### config.mk
export PLATFORM = sky130hd
export DESIGN_NAME = countup_timer
export DESIGN_NICKNAME = d
export VERILOG_FILES = /design/src/rtl/timer_pkg.sv /design/src/rtl/tick_prescaler.sv /design/src/rtl/countup_timer.sv
export SDC_FILE = /design/constraint.sdc
export NUM_CORES = 1
export LEC_CHECK = 0
export CORE_ASPECT_RATIO = 1.25
export CORE_MARGIN = 3
export CORE_UTILIZATION = 50
export CTS_CLUSTER_SIZE = 30
export DETAILED_ROUTE_END_ITERATION = 7
export PLACE_DENSITY = 0.77
export SYNTH_ARGS = -nofsm -noshare
export SYNTH_HDL_FRONTEND = slang
export SYNTH_SLANG_ARGS = --single-unit
### constraint.sdc
create_clock -name clk -period 4.4 [get_ports clk]
set_input_delay 0.66 -clock clk [delete_from_list [all_inputs] [get_ports clk]]
set_output_delay 0.66 -clock clk [all_outputs]
set_load 0.02 [all_outputs]
### src/rtl/timer_pkg.sv
// Shared definitions for the timer subsystem (count-up and countdown blocks).
// State encoding, default parameters and a few small helpers live here.
package timer_pkg;

  localparam int DEFAULT_TICK_DIV = 100_000_000;
  localparam int DEFAULT_WIDTH    = 16;

  typedef enum logic [1:0] {
    IDLE  = 2'd0,
    RUN   = 2'd1,
    PAUSE = 2'd2,
    DONE  = 2'd3
  } timer_state_e;

  // Decoded control pulses for one cycle, after clear > start > pause priority.
  typedef struct packed {
    logic do_clear;
    logic do_launch;
    logic do_resume;
    logic do_pause;
  } timer_ctrl_t;

  // A run (re)begins only from a resting state; RUN and PAUSE never re-latch the target.
  function automatic logic can_launch(input timer_state_e st);
    return (st == IDLE) || (st == DONE);
  endfunction

  function automatic timer_ctrl_t decode_ctrl(input timer_state_e st,
                                              input logic start,
                                              input logic pause,
                                              input logic clear);
    timer_ctrl_t c;
    c           = '0;
    c.do_clear  = clear;
    c.do_launch = !clear && start && can_launch(st);
    c.do_resume = !clear && start && (st == PAUSE);
    // start outranks pause even in RUN, where start itself has no effect
    c.do_pause  = !clear && !start && pause && (st == RUN);
    return c;
  endfunction

endpackage

### src/rtl/tick_prescaler.sv
// Divides clk down to a one-cycle tick every TICK_DIV enabled cycles.
// Holding enable low freezes the fractional count so pause/resume keeps it.
module tick_prescaler
  import timer_pkg::*;
#(
  parameter int TICK_DIV = DEFAULT_TICK_DIV
) (
  input  logic clk,
  input  logic rst,
  input  logic enable,
  input  logic clear,
  output logic tick
);

  localparam int            CW   = $clog2(TICK_DIV);
  localparam logic [CW-1:0] LAST = CW'(TICK_DIV - 1);

  logic [CW-1:0] cnt_q, cnt_d;

  assign tick = enable && !clear && (cnt_q == LAST);

  always_comb begin
    cnt_d = cnt_q;
    if (clear)       cnt_d = '0;
    else if (tick)   cnt_d = '0;
    else if (enable) cnt_d = cnt_q + 1'b1;
  end

  always_ff @(posedge clk or negedge rst) begin
    if (!rst) cnt_q <= '0;
    else      cnt_q <= cnt_d;
  end

endmodule

### src/rtl/countup_timer.sv
// Count-up stopwatch: counts whole seconds from 0 to a latched target, with
// pause/resume. FSM, elapsed/target and all outputs are registered here.
module countup_timer
  import timer_pkg::*;
#(
  parameter int TICK_DIV = DEFAULT_TICK_DIV,
  parameter int WIDTH    = DEFAULT_WIDTH
) (
  input  logic             clk,
  input  logic             rst,
  input  logic             start,
  input  logic             pause,
  input  logic             clear,
  input  logic [WIDTH-1:0] set_time,
  output logic [WIDTH-1:0] elapsed,
  output logic             running,
  output logic             tick,
  output logic             done,
  output logic             done_pulse
);

  localparam logic [WIDTH-1:0] ONE = {{(WIDTH-1){1'b0}}, 1'b1};

  timer_state_e     state_q, state_d;
  logic [WIDTH-1:0] elapsed_q, elapsed_d;
  logic [WIDTH-1:0] target_q, target_d;
  logic [WIDTH-1:0] elapsed_inc;
  logic             running_q, tick_q, done_q, done_pulse_q;
  logic             tick_d, done_pulse_d;
  logic             presc_en, presc_clr, presc_tick;
  timer_ctrl_t      ctrl;

  assign ctrl        = decode_ctrl(state_q, start, pause, clear);
  assign elapsed_inc = elapsed_q + ONE;

  // Prescaler only advances in RUN on cycles that do not leave RUN by pause/clear.
  assign presc_en  = (state_q == RUN) && !ctrl.do_clear && !ctrl.do_pause;
  assign presc_clr = ctrl.do_clear || ctrl.do_launch;

  tick_prescaler #(
    .TICK_DIV (TICK_DIV)
  ) u_presc (
    .clk    (clk),
    .rst    (rst),
    .enable (presc_en),
    .clear  (presc_clr),
    .tick   (presc_tick)
  );

  always_comb begin
    state_d      = state_q;
    elapsed_d    = elapsed_q;
    target_d     = target_q;
    tick_d       = 1'b0;
    done_pulse_d = 1'b0;
    if (ctrl.do_clear) begin
      state_d   = IDLE;
      elapsed_d = '0;
    end else if (ctrl.do_launch) begin
      target_d  = set_time;
      elapsed_d = '0;
      if (set_time == '0) begin
        state_d      = DONE;
        done_pulse_d = 1'b1;
      end else begin
        state_d = RUN;
      end
    end else if (ctrl.do_resume) begin
      state_d = RUN;
    end else if (ctrl.do_pause) begin
      state_d = PAUSE;
    end else if ((state_q == RUN) && presc_tick) begin
      elapsed_d = elapsed_inc;
      tick_d    = 1'b1;
      if (elapsed_inc == target_q) begin
        state_d      = DONE;
        done_pulse_d = 1'b1;
      end
    end
  end

  // Outputs are derived from next state so they line up with the new elapsed value.
  always_ff @(posedge clk or negedge rst) begin
    if (!rst) begin
      state_q      <= IDLE;
      elapsed_q    <= '0;
      target_q     <= '0;
      running_q    <= 1'b0;
      tick_q       <= 1'b0;
      done_q       <= 1'b0;
      done_pulse_q <= 1'b0;
    end else begin
      state_q      <= state_d;
      elapsed_q    <= elapsed_d;
      target_q     <= target_d;
      running_q    <= (state_d == RUN);
      tick_q       <= tick_d;
      done_q       <= (state_d == DONE);
      done_pulse_q <= done_pulse_d;
    end
  end

  assign elapsed    = elapsed_q;
  assign running    = running_q;
  assign tick       = tick_q;
  assign done       = done_q;
  assign done_pulse = done_pulse_q;

endmodule
## Word-level counts from Yosys, hierarchy flattened

Cells that the tools add are included.
W data, S select, Z words.

| storage, ports and cells | value |
|---|---|
| flip-flop bits (word level) | 65 |
| input port bits | 21 |
| word-level logic and storage cells | 70 |
| output and inout bits | 20 |

| operators by class | value |
|---|---|
| equality and inequality tests | 9 |
| mux-type cells | 27 |
| reduce and logical (&&, ||, !) cells | 23 |
| bitwise gates (word level) | 1 |
| add/sub/neg operators | 2 |

Operators by type and width:

| cell | count |
|---|---|
| $mux W27 | 3 |
| $mux W16 | 5 |
| $add A27 B1 Y27 const B | 1 |
| $eq A27 B27 Y1 const B | 1 |
| $add A16 B1 Y16 const B | 1 |
| $eq A16 B16 Y1 | 1 |
| $logic_not A16 Y1 | 1 |
| $mux W2 | 7 |
| $mux W1 | 12 |
| $logic_and A1 B1 Y1 | 11 |
| $eq A2 B2 Y1 const B | 3 |
| $ne A3 B2 Y1 const B | 2 |
| $reduce_bool A3 Y1 | 2 |
| $eq A2 B1 Y1 const B | 2 |
| $logic_not A1 Y1 | 4 |
| $reduce_and A3 Y1 | 1 |
| $logic_not A2 Y1 | 1 |
| $logic_or A1 B1 Y1 | 2 |
| $reduce_and A2 Y1 | 1 |
| $not A1 Y1 | 1 |

## Logic depth before layout (Yosys ltp)

Gate-level depths: netlist of the first run.

| depth | value |
|---|---|
| depth after elaboration | 15 |
| mapped depth | 9 |
| gate-level depth less buffers | 8 |

## By module

From an unflattened synthesis of the first run, not the netlist that was laid out.

| second synthesis, totals | value |
|---|---|
| cells, all modules | 431 |
| area, all modules | 4032.6 um2 |

Modules (own cells, without submodules):

| module | sequential area each (um2) | instances | cells each | area an instance (um2) |
|---|---|---|---|---|
| countup_timer | 950.9 | 1 | 241 | 2349.8 |
| tick_prescaler | 675.6 | 1 | 190 | 1682.9 |

## Worst setup path after synthesis of the first run

No wires, ideal clock.

| timing | value |
|---|---|
| path kind | flip-flop to flip-flop |
| from | register elapsed_q[3] (netlist: elapsed[3]) |
| to | register running_q (netlist: running) |
| setup slack | 1982 ps |
| buffers on the path | 1 |
| arrival time | 2299 ps |
| period minus slack after synthesis | 2418 ps |
| setup time | 119 ps |
| stages on the path, launching flop included | 8 |
| data required time | 4281 ps |
| cells stage by stage | dfrtp_1 buf_2 nand4_2 or4_1 nand3_1 nand4_1 or4b_4 o21ba_2 |

| between the ends | value |
|---|---|
| longest elaborated chain between the ends | 9 |

Ends and longest elaborated chain:

| element | RTL line | text |
|---|---|---|
| from (decl) | countup_timer.sv:25 | `logic [WIDTH-1:0] elapsed_q, elapsed_d;` |
| from (signal assigned) | countup_timer.sv:94 | `elapsed_q <= elapsed_d;` |
| $add A16 B1 Y16 | countup_timer.sv:34 | `assign elapsed_inc = elapsed_q + ONE;` |
| $eq A16 B16 Y1 | countup_timer.sv:75 | `if (elapsed_inc == target_q) begin` |
| $mux W2 | countup_timer.sv:75 |  |
| $mux W2 | countup_timer.sv:72 | `end else if ((state_q == RUN) && presc_tick) begin` |
| $mux W2 | countup_timer.sv:70 | `end else if (ctrl.do_pause) begin` |
| $mux W2 | countup_timer.sv:68 | `end else if (ctrl.do_resume) begin` |
| $mux W2 | countup_timer.sv:59 | `end else if (ctrl.do_launch) begin` |
| $mux W2 | countup_timer.sv:56 | `if (ctrl.do_clear) begin` |
| $eq A2 B1 Y1 | countup_timer.sv:96 | `running_q <= (state_d == RUN);` |
| to (signal assigned) | countup_timer.sv:96 |  |
| to (decl) | countup_timer.sv:28 | `logic running_q, tick_q, done_q, done_pulse_q;` |

No other way between the ends.
A chain may end at the register's enable or synchronous reset.

## Worst setup path in the final report of the first run

| timing | value |
|---|---|
| from | input clear |
| to | register elapsed_q[12] (netlist: elapsed[12]) |

| between the ends | value |
|---|---|
| longest elaborated chain between the ends | 11 |
| elaborated cells between the ends (all ways) | 21 |
| those cells by class | eq/ne: 2; mux: 2; reduce/logical: 17 |

Ends and longest elaborated chain:

| element | RTL line | text |
|---|---|---|
| from (decl) | countup_timer.sv:13 | `input logic clear,` |
| $logic_not A1 Y1 | n/a |  |
| $logic_and A1 B1 Y1 (3 in series) | timer_pkg.sv:38 | `c.do_pause = !clear && !start && pause && (st == RUN);` |
| $logic_not A1 Y1 | countup_timer.sv:37 | `assign presc_en = (state_q == RUN) && !ctrl.do_clear && !ctrl.do_pause;` |
| $logic_and A1 B1 Y1 | countup_timer.sv:37 |  |
| $logic_and A1 B1 Y1 (2 in series) | tick_prescaler.sv:20 | `assign tick = enable && !clear && (cnt_q == LAST);` |
| $logic_and A1 B1 Y1 | countup_timer.sv:72 |  |
| $reduce_bool A3 Y1 (no source line) | n/a |  |
| $reduce_and A3 Y1 (no source line) | n/a |  |

Parallel ways exist; a longest one is shown, timed or not.

==> reports/results.txt, run 1 <==
PD cells: 316.8 nW/um^2
Post-route insts no fill: 557
Number of buffers added on ports: 40
Core Area: 7576 um^2
Final slew viol count: 0
Num Clock Sinks: 65
WL/cell: 17.52 um
Total gr overflow: 0
Share of flip-flops with an asynchronous set or reset: 1.000
First-pass GRT wire length: 16240 um
Worst R2R Start: elapsed[2]$_DFFE_PN0P_
Synth area leaders: dfrtp_1, mux2_2, mux2i_1
Top post-synthesis cells by count: dfrtp_1, nand2_1, nand3_1, o21ai_0
I/O pin cnt: 41
Die ar.: 9114 um^2
Clock slew at reported path FFs: 0.07 ns
CP Buf/Inv Count: 1
Row count: 35
Outcome: finished clean
Post-Synth Simple-Gate Area: 0.2453
Post-Syn Nets: 455
Area growth from synthesis to layout: 15.68%
Final hold viol count: 0
Top_reg_cell synth: dfrtp_1
Endpoints failing setup: 0
Initial Utilization: 0.5278
Initial antenna violation count: 0
Worst path slowest cell: clkdlybuf4s50_1
Final worst slack: 1.315 ns
CP max FO: 26
Hpwl dp: 6952 um
Seq/Total Area, Yosys: 0.4068
Post-DRT Antenna Nets: 0
Crit Path Category: in -> reg
Core Util, Final: 0.6106
Clock Tree Buf Depth: 2
CTS root buf: clkbuf_8
Post-synth EDFFs: 0
CP Capture Type: register
Post-layout net count: 485
Post-Place Setup Slack: 1.016 ns
Tmin final: 3.085 ns
Worst slew margin: 0.1828
Worst setup path start: clear
Die Y: 106.0 um
Clock insertion delay at the later pin of the skew report: 0.35 ns
Placed cell count: 541
Worst path depth: 7
Final WL: 9760 um
Fillers: 655
CP delay by family, top: simple AND/OR/NAND/NOR gates
Setup TNS: 0 ns
Vias/cell: 6.300
Total Power: 1.466 mW
Compound-cell area share of the yosys netlist: 0.1452
Post-CTS sizing: 0
Largest net degree at the start of global routing: 40
CTS tree: done
Layout Skew: 0.01287 ns
Synth Area per Inst: 9.300 um^2
Vias in the first global route: 3527
HP Class: in -> async
Critical Path Max Stage Delay: 0.60 ns
Startpoint types: input pin
DR vias: 3509
Die width: 85.99 um
Multiplexer share of the synthesized area: 0.09919
Largest family of logic cells by synthesized area: simple AND/OR/NAND/NOR gates
Leakage dissipation: 1.849 nW
Post-cts hold buffer count: 0
Number of DRC markers in iteration 0: 198
YS warnings: 0
Peak VDD IR: 0.2158 mV
Maximum Capacitance Violations: 0
Antenna Cells: 0
Worst Max-Slew Pin Slew: 1.221 ns
Synth unique cells: 58
GP Congestion: 0.8574
Peak Freq: 324.2 MHz
Post-synthesis cell area: 3999 um^2
Crit-path cells: clkdlybuf4s50_1 -> nor2b_1 -> nand3_1 -> nor3_1 -> nand3_2 -> mux2_2 -> a21o_1
Worst r2r path cells: 6
Layout cells sized above 1: 0.1312
RSZ-0062 raised after global routing: no
Cell accounting for the most synthesized area: dfrtp_1
Tot GR Track Use: 0.2241
Adder-cell share of the synthesized area: 0.01252
Htree depth: 3
Multi-input gate area: 2192 um^2
XOR/XNOR share of the synthesized area: 0.04599
TritonRoute pass-1 iters: 5
Setup bufs post-CTS: 0
Final worst-path cycle share: 0.7010
Data required time of the critical path: 4.64 ns
Synth top area share: 0.4068
FF/Latch Area: 1627 um^2
Yosys reg bits: 65
Arrival time of the worst setup path: 3.33 ns
Drt drc: 0
Most common cell in the netlist: dfrtp_1
Mapped Cells: 430
Total CTS buffers: 9
-- metal layers --
layer / wire [um] / track usage
met3: 470 / 0.05349
met1: 3921 / 0.2578
met5: 0 / 0
met2: 4997 / 0.3738
met4: 371 / 0.1312
-- cells in the final DEF (no fill, tap or decap), drive strengths merged, types with 16 or more instances in the layout --
cell type	n
nor2	21
clkdlybuf4s50	39
a21oi	17
dfrtp	65
nor3	18
nand2	36
nand3	27
mux2i	16
mux2	21
inv	17
o21ai	27
-- flip-flops by register name, summed over array words and instances, names as in the netlist --
register       flops
done_pulse         1
u_presc.cnt_q     27
elapsed           16
running            1
tick               1
done               1
state_q            2
target_q          16
-- path summary, 6_finish.rpt --
kind | slack [ns] | endpoint
setup / recovery | 1.32 | elapsed[12]$_DFFE_PN0P_
hold / removal | 0.32 | target_q[0]$_DFFE_PN0P_
setup reg to reg | 1.41 | running$_DFF_PN0_
hold reg to reg | 0.47 | u_presc.cnt_q[22]$_DFFE_PN0P_
max in group asynchronous | 3.13 | u_presc.cnt_q[24]$_DFFE_PN0P_
min in group clk | 0.47 | u_presc.cnt_q[22]$_DFFE_PN0P_
-- cell type report --
class / count / share of cell area
flip-flops and latches: 65 / 0.3516
repair buffers: 43 / 0.09034
clock inverters: 6 / 0.01785
well taps: 92 / 0.02488
multi-input cells: 324 / 0.4739
inverters: 17 / 0.01379
clock buffers: 10 / 0.02759
-- power breakdown --
part / switching (mW) / internal (mW) / total, mW
clock network: 0.239 / 0.316 / 0.556
registers: 0.0399 / 0.641 / 0.681
logic: 0.110 / 0.119 / 0.229
-- stage by stage --
stage | area [um^2] | hold slack [ns]
2_1_floorplan | 3999 | 0.3644
3_3_place_gp | 4415 | 0.4620
3_5_place_dp | 4415 | 0.4692
4_1_cts | 4626 | 0.3280
5_1_grt | 4626 | 0.3406
6_report | 4626 | 0.3169
-- cell families (layout without fill, tap and decap cells) --
kind of cell | count (synthesis) | in the layout
simple gates | 171 | 171
compound gates | 91 | 91
flops | 65 | 65
buf+inv | 41 | 76
mux | 37 | 37
xor+xnor | 21 | 21
fa+ha+maj | 4 | 4
Power figures use the tool's default switching activity.
==> run 2: changes to the inputs <==
==> constraint.sdc (replaced) <==
create_clock -name clk -period 3 [get_ports clk]
set_input_delay 0.45 -clock clk [delete_from_list [all_inputs] [get_ports clk]]
set_output_delay 0.45 -clock clk [all_outputs]
set_load 0.02 [all_outputs]
==> run 2 against run 1 <==
Effect of this change:
- largest cell class unchanged
- via count up 0.77%
- cell count increased by 2.5%
- sequential power rose by 47%
- register-to-register slack worse by 1.2 ns
==> reports/results.txt, run 2 (same netlist as run 1, synthesis figures left out) <==
Outcome: finished clean
GP Congestion: 0.8382 (-2.2%)
CP Capture Type: register
Final hold viol count: 0 (unchanged)
Clock power frac: 0.340 (-0.039)
Row count: 35 (unchanged)
Final WL: 9830 um (+0.72%)
Top reg by flops: u_presc.cnt_q
Core Area: 7576 um^2 (unchanged)
Maximum Capacitance Violations: 0 (unchanged)
Num Clock Sinks: 65 (unchanged)
Clock Tree Buf Depth: 2 (unchanged)
Startpoint types: register
Tmin final: 2.743 ns
Layout Skew: 0.01289 ns (+0.00001700 ns)
Die ar.: 9114 um^2 (unchanged)
Post-CTS sizing: 0 (unchanged)
Final slew viol count: 0 (unchanged)
Multi-input gate area: 2192 um^2 (unchanged)
Number of DRC markers in iteration 0: 160 (-19%)
Clock insertion delay at the later pin of the skew report: 0.35 ns (about the same)
WHS: 0.2761 ns (-0.04086 ns)
DR vias: 3536 (+0.77%)
Setup bufs post-CTS: 0 (unchanged)
Peak VDD IR: 0.2340 mV (+8.4%)
Most frequent cells in the layout: dfrtp_1, clkdlybuf4s50_1, nand2_1
FF/Latch Area: 1627 um^2 (unchanged)
Post-cts hold buffer count: 0 (unchanged)
Leakage dissipation: 1.895 nW (+2.5%)
Critical Path Max Stage Delay: 0.70 ns (+0.10 ns)
Htree depth: 3 (unchanged)
Sw Share: 0.2986 (+0.03286)
Area growth from synthesis to layout: 17.80%
Final worst-path cycle share: 0.9143
Reg power frac: 0.491 (+0.027)
Initial Utilization: 0.5278 (unchanged)
Data required time of the critical path: 3.26 ns (-1.38 ns)
Fillers: 650 (-0.76%)
Number of buffers added on ports: 40 (unchanged)
Max reg flops: 27 (unchanged)
Peak Freq: 364.6 MHz
Crit-path cells: ha_1 -> nand4_1 -> or4_1 -> nor4_2 -> nand3_1 -> or2_2 -> mux2i_1
Worst Max-Slew Pin Slew: 1.182 ns (-0.03929 ns)
Post-DRT Antenna Nets: 0 (unchanged)
P_sw: 0.6072 mW (+56%)
Drt drc: 0 (unchanged)
Most common cell after layout, fill and taps aside: dfrtp_1
Layout cells sized above 1: 0.1587 (+0.02748)
Clock slew at reported path FFs: 0.08 ns (about the same)
Setup TNS: 0 ns (unchanged)
Vias in the first global route: 3397 (-3.7%)
Internal power: 1.426 mW (+33%)
Tot GR Track Use: 0.2192 (-0.004909)
WL/cell: 17.22 um (-1.8%)
PD cells: 431.6 nW/um^2 (+36%)
Die width: 85.99 um (unchanged)
Endpoints failing setup: 0 (unchanged)
CP delay by family, top: simple AND/OR/NAND/NOR gates
CTS tree: done
Worst path slowest cell: or4_1
Antenna Cells: 0 (unchanged)
Crit Path Category: reg -> reg
Vias/cell: 6.193 (-1.7%)
Total CTS buffers: 9 (unchanged)
Final worst slack: 0.2572 ns (-1.058 ns)
Total gr overflow: 0 (unchanged)
CP Buf/Inv Count: 0 (-1)
First-pass GRT wire length: 15880 um (-2.2%)
Hpwl dp: 7143 um (+2.8%)
RSZ-0062 raised after global routing: no
CTS root buf: clkbuf_8
HP Class: in -> async
Worst slew margin: 0.2091 (+0.02629)
I/O pin cnt: 41 (unchanged)
Logic pwr share: 0.169 (+0.013)
Largest net degree at the start of global routing: 47 (+18%)
CP max FO: 6 (-77%)
Die Y: 106.0 um (unchanged)
Post-Place Setup Slack: 0.2499 ns (-0.7658 ns)
Arrival time of the worst setup path: 3.01 ns (-0.32 ns)
Initial antenna violation count: 0 (unchanged)
TritonRoute pass-1 iters: 5 (unchanged)
Post-layout net count: 499 (+2.9%)
## run 2: cell count changes in the layout (fill, tap and decap cells not counted)
cell / delta
buf_4: +13
bufinv_16: -2
clkinv_2: -2
clkinvlp_4: +2
inv_6: +2
buf_12: +1
clkbuf_1: -1
clkinv_4: +1
## run 2: power groups by stage
stage          combinational (mW)  clock [mW]  sequential [mW]
2_1_floorplan               0.236           0            0.999
3_3_place_gp                0.336           0             1.01
3_5_place_dp                0.342           0             1.01
4_1_cts                     0.344       0.709            0.997
5_1_grt                     0.374       0.744             1.01
6_report                    0.343       0.692            0.998
## run 2: final timing paths
check                           slack [ns]                            end  cells past startpoint                          start
worst max-delay path                  0.26  u_presc.cnt_q[26]$_DFFE_PN0P_                      7   u_presc.cnt_q[0]$_DFFE_PN0P_
worst min-delay path                  0.28         elapsed[3]$_DFFE_PN0P_                      1                            rst
worst max register to register        0.26  u_presc.cnt_q[26]$_DFFE_PN0P_                      7   u_presc.cnt_q[0]$_DFFE_PN0P_
worst min register to register        0.48  u_presc.cnt_q[24]$_DFFE_PN0P_                      1  u_presc.cnt_q[24]$_DFFE_PN0P_
max in group asynchronous             1.95  u_presc.cnt_q[17]$_DFFE_PN0P_                      2                            rst
min in group clk                      0.48  u_presc.cnt_q[24]$_DFFE_PN0P_                      1  u_presc.cnt_q[24]$_DFFE_PN0P_
## run 2: worst reg2reg max path, cell delays in order, from the launching register on
cell and delay, ns:
dfrtp_1 0.39, ha_1 0.23, nand4_1 0.22, or4_1 0.70, nor4_2 0.51, nand3_1 0.18
or2_2 0.30, mux2i_1 0.12
## run 2: area by class of cell
type,count,area share
Clock inverter,7,0.01142
Inverter,17,0.01355
Sequential cell,65,0.3453
Clock buffer,9,0.02629
Multi-Input combinational cell,324,0.4653
Timing Repair Buffer,57,0.1137
Tap cell,92,0.02444
## run 2: per-layer routing
layer / GRT usage / wire, um / up-vias
met5: 0 / 0 / -
met4: 0.1063 / 381 / 0
met3: 0.04806 / 533 / 35
met2: 0.3782 / 4950 / 125
met1: 0.2530 / 3964 / 1717
li1: - / - / 1659
## run 2: per-stage QoR
stage,power [mW],instance area [um^2],cells,utilization
4_1_cts,2.050,4711,571,0.6218
2_1_floorplan,1.235,3999,430,-
3_5_place_dp,1.356,4533,555,0.5983
6_report,2.033,4711,571,0.6218
3_3_place_gp,1.346,4533,555,0.5983
5_1_grt,2.125,4711,571,0.6218
==> run 3: changes to the inputs <==
--- a/config.mk
+++ b/config.mk
@@ -5,6 +5,7 @@
 export SDC_FILE = /design/constraint.sdc
 export NUM_CORES = 1
 export LEC_CHECK = 0
+export ABC_AREA = 1
 export CORE_ASPECT_RATIO = 1.25
 export CORE_MARGIN = 3
 export CORE_UTILIZATION = 50
==> run 3 against run 2 <==
Effect of this change:
- setup slack improved by 0.28 ns
- combinational power shrank 20%
- cell count up 14%
- hold slack improved by 0.19 ns
- largest cell class unchanged
==> reports/results.txt, run 3 <==
Outcome: finished clean
Crit-path most repeated cell: nand2_1
Leakage dissipation: 2.092 nW (+10%)
Post-CTS sizing: 0 (unchanged)
Fillers: 638 (-1.8%)
Final worst-path cycle share: 0.8219 (-0.09240)
Area growth from synthesis to layout: 19.24%
CP Capture Type: register
Row count: 35 (unchanged)
Largest net degree at the start of global routing: 39 (-17%)
Flop-to-flop setup slack: 0.53 ns (+0.28 ns)
I/O pin cnt: 41 (unchanged)
CTS tree: done
Synth Area per Inst: 7.599 um^2 (-18%)
Worst Max-Slew Pin Slew: 0.4761 ns (-0.7058 ns)
Layout Skew: 0.007718 ns (-0.005171 ns)
CP delay by family, top: simple AND/OR/NAND/NOR gates
Seq/Total Area, Yosys: 0.4239 (+0.01711)
Die ar.: 8768 um^2 (-3.8%)
Num Clock Sinks: 65 (unchanged)
Endpoints failing setup: 0 (unchanged)
Number of buffers added on ports: 40 (unchanged)
Final slew viol count: 0 (unchanged)
Clock slew at reported path FFs: 0.07 ns (about the same)
Worst path slowest cell: dfrtp_1
Synth area leaders: dfrtp_1, nand2_1, inv_1
TritonRoute pass-1 iters: 5 (unchanged)
CTS root buf: clkbuf_8
Startpoint types: register
Cell accounting for the most synthesized area: dfrtp_1
Most common cell after layout, fill and taps aside: nand2_1
Post-DRT Antenna Nets: 0 (unchanged)
Mapped Cells: 505 (+17%)
Max reg flops: 27 (unchanged)
Critical Path Max Stage Delay: 0.48 ns (-0.22 ns)
Clock Tree Buf Depth: 2 (unchanged)
Synth unique cells: 42 (-28%)
Initial antenna violation count: 0 (unchanged)
Post-synthesis cell area: 3837 um^2 (-4.0%)
Peak VDD IR: 0.2813 mV (+20%)
Data required time of the critical path: 3.23 ns (-0.03 ns)
YS warnings: 0 (unchanged)
Post-route insts no fill: 651 (+14%)
Peak Freq: 405.6 MHz (+11%)
DR vias: 3547 (+0.31%)
Crit-path cells: ha_1 -> nand3_1 -> nor2_1 -> nand2_1 -> nand2_1 -> nand2_1 -> nand2_1 -> nand2_1 -> nor2_1 -> nand2_1 -> nor2_1 -> nand3_1 -> nand2_1 -> nand2_1 -> a21oi_2 -> nor2_1
Htree depth: 3 (unchanged)
FF/Latch Area: 1627 um^2 (unchanged)
Total gr overflow: 0 (unchanged)
Worst r2r path cells: 16 (+9)
Tot GR Track Use: 0.2180 (-0.001230)
HP Class: in -> async
Number of DRC markers in iteration 0: 212 (+33%)
Core Area: 7401 um^2 (-2.3%)
Initial Utilization: 0.5185 (-0.009316)
Crit Path Category: reg -> reg
Final worst slack: 0.5344 ns (+0.2772 ns)
Hpwl dp: 6964 um (-2.5%)
Placed cell count: 634 (+14%)
Top post-synthesis cells by count: nand2_1, inv_1, dfrtp_1
WL/cell: 14.22 um (-17%)
Die Y: 103.9 um (-1.9%)
Post-Syn Nets: 530 (+16%)
Most common cell in the netlist: nand2_1
Antenna Cells: 0 (unchanged)
Total Power: 2.091 mW (+2.8%)
Yosys reg bits: 65 (unchanged)
First-pass GRT wire length: 15570 um (-1.9%)
Total CTS buffers: 9 (unchanged)
Die width: 84.36 um (-1.9%)
Arrival time of the worst setup path: 2.70 ns (-0.31 ns)
Tmin final: 2.466 ns (-0.2772 ns)
PD cells: 456.9 nW/um^2 (+5.9%)
RSZ-0062 raised after global routing: no
Post-Place Setup Slack: 0.2131 ns (-0.03672 ns)
CP Buf/Inv Count: 0 (unchanged)
Worst path depth: 16 (+9)
Clock insertion delay at the later pin of the skew report: 0.34 ns (about the same)
Multi-input gate area: 1898 um^2 (-13%)
Most frequent cells in the layout: nand2_1, inv_1, dfrtp_1
GP Congestion: 0.9320 (+11%)
Vias in the first global route: 3496 (+2.9%)
Final WL: 9256 um (-5.8%)
Share of flip-flops with an asynchronous set or reset: 1.000 (unchanged)
Final hold viol count: 0 (unchanged)
Top_reg_cell synth: dfrtp_1
Worst slew margin: 0.6797 (+0.4705)
Post-layout net count: 579 (+16%)
Maximum Capacitance Violations: 0 (unchanged)
Setup TNS: 0 ns (unchanged)
Drt drc: 0 (unchanged)
Layout cells sized above 1: 0.08587 (-0.07280)
Vias/cell: 5.449 (-12%)
WHS: 0.4661 ns (+0.1900 ns)
Synth top area share: 0.4239 (+0.01711)
CP max FO: 6 (unchanged)
Top reg by flops: u_presc.cnt_q
Post-synth EDFFs: 0 (unchanged)
==> run 3: per-stage QoR <==
step	util	area (um^2)
5_1_grt	0.6183	4576
3_3_place_gp	0.5868	4343
4_1_cts	0.6183	4576
6_report	0.6183	4576
3_5_place_dp	0.5868	4343
2_1_floorplan	-	3837
==> run 3: logic make-up after synthesis <==
| kind of cell | share of synthesized area |
|---|---|
| DFF | 0.4239 |
| adders and majority gates | 0.01304 |
| buffers and inverters | 0.08151 |
| muxes | 0.002609 |
| xor gates and xnor gates | 0.03684 |
| AOI/OAI and AO/OA | 0.1086 |
| and+or+nand+nor | 0.3335 |
==> run 3: where the power goes <==
| group | internal (mW) | switching [mW] | leakage (nW) |
|---|---|---|---|
| Combinational | 0.116 | 0.159 | 1.10 |
| Clock | 0.515 | 0.326 | 0.111 |
| Sequential | 0.934 | 0.0417 | 0.881 |
==> run 3: worst reg2reg max path: stages, from the launching register on <==
cell and delay, ns:
dfrtp_1 0.48, ha_1 0.24, nand3_1 0.15, nor2_1 0.27
nand2_1 0.13, nand2_1 0.11, nand2_1 0.05, nand2_1 0.06
nand2_1 0.05, nor2_1 0.10, nand2_1 0.08, nor2_1 0.16
nand3_1 0.12, nand2_1 0.08, nand2_1 0.07, a21oi_2 0.15
nor2_1 0.05
==> run 3: cell type report <==
type                            instances  share of cell area
Multi-Input combinational cell        362              0.4148
Sequential cell                        65              0.3555
Timing Repair Buffer                   48              0.1001
Inverter                               68             0.05578
Clock buffer                           14             0.03555
Tap cell                               92             0.02516
Clock inverter                          2             0.01313
==> run 3: worst paths after layout <==
| path | endpoint | from |
|---|---|---|
| max in group asynchronous | target_q[10]$_DFFE_PN0P_ | rst |
| hold / removal | target_q[6]$_DFFE_PN0P_ | rst |
| hold reg to reg | target_q[2]$_DFFE_PN0P_ | target_q[2]$_DFFE_PN0P_ |
| min in group clk | target_q[2]$_DFFE_PN0P_ | target_q[2]$_DFFE_PN0P_ |
| setup reg to reg | running$_DFF_PN0_ | elapsed[0]$_DFFE_PN0P_ |
| setup / recovery | running$_DFF_PN0_ | elapsed[0]$_DFFE_PN0P_ |
==> run 3: routing by layer <==
metal  track usage  up-vias  part of all wire
li1              -     1750                 -
met1        0.2549     1674              0.41
met2        0.3775      100              0.51
met3       0.05151       23             0.047
met4       0.09502        0             0.031
met5             0        -                 0
==> run 3: timing repair <==
| item | CTS | global route |
|---|---|---|
| setup buffers | 0 | 0 |
| endpoints found under the setup margin | 0 | 0 |
| hold endpoints to repair | 5 | 0 |
| hold buffers | 1 | 0 |
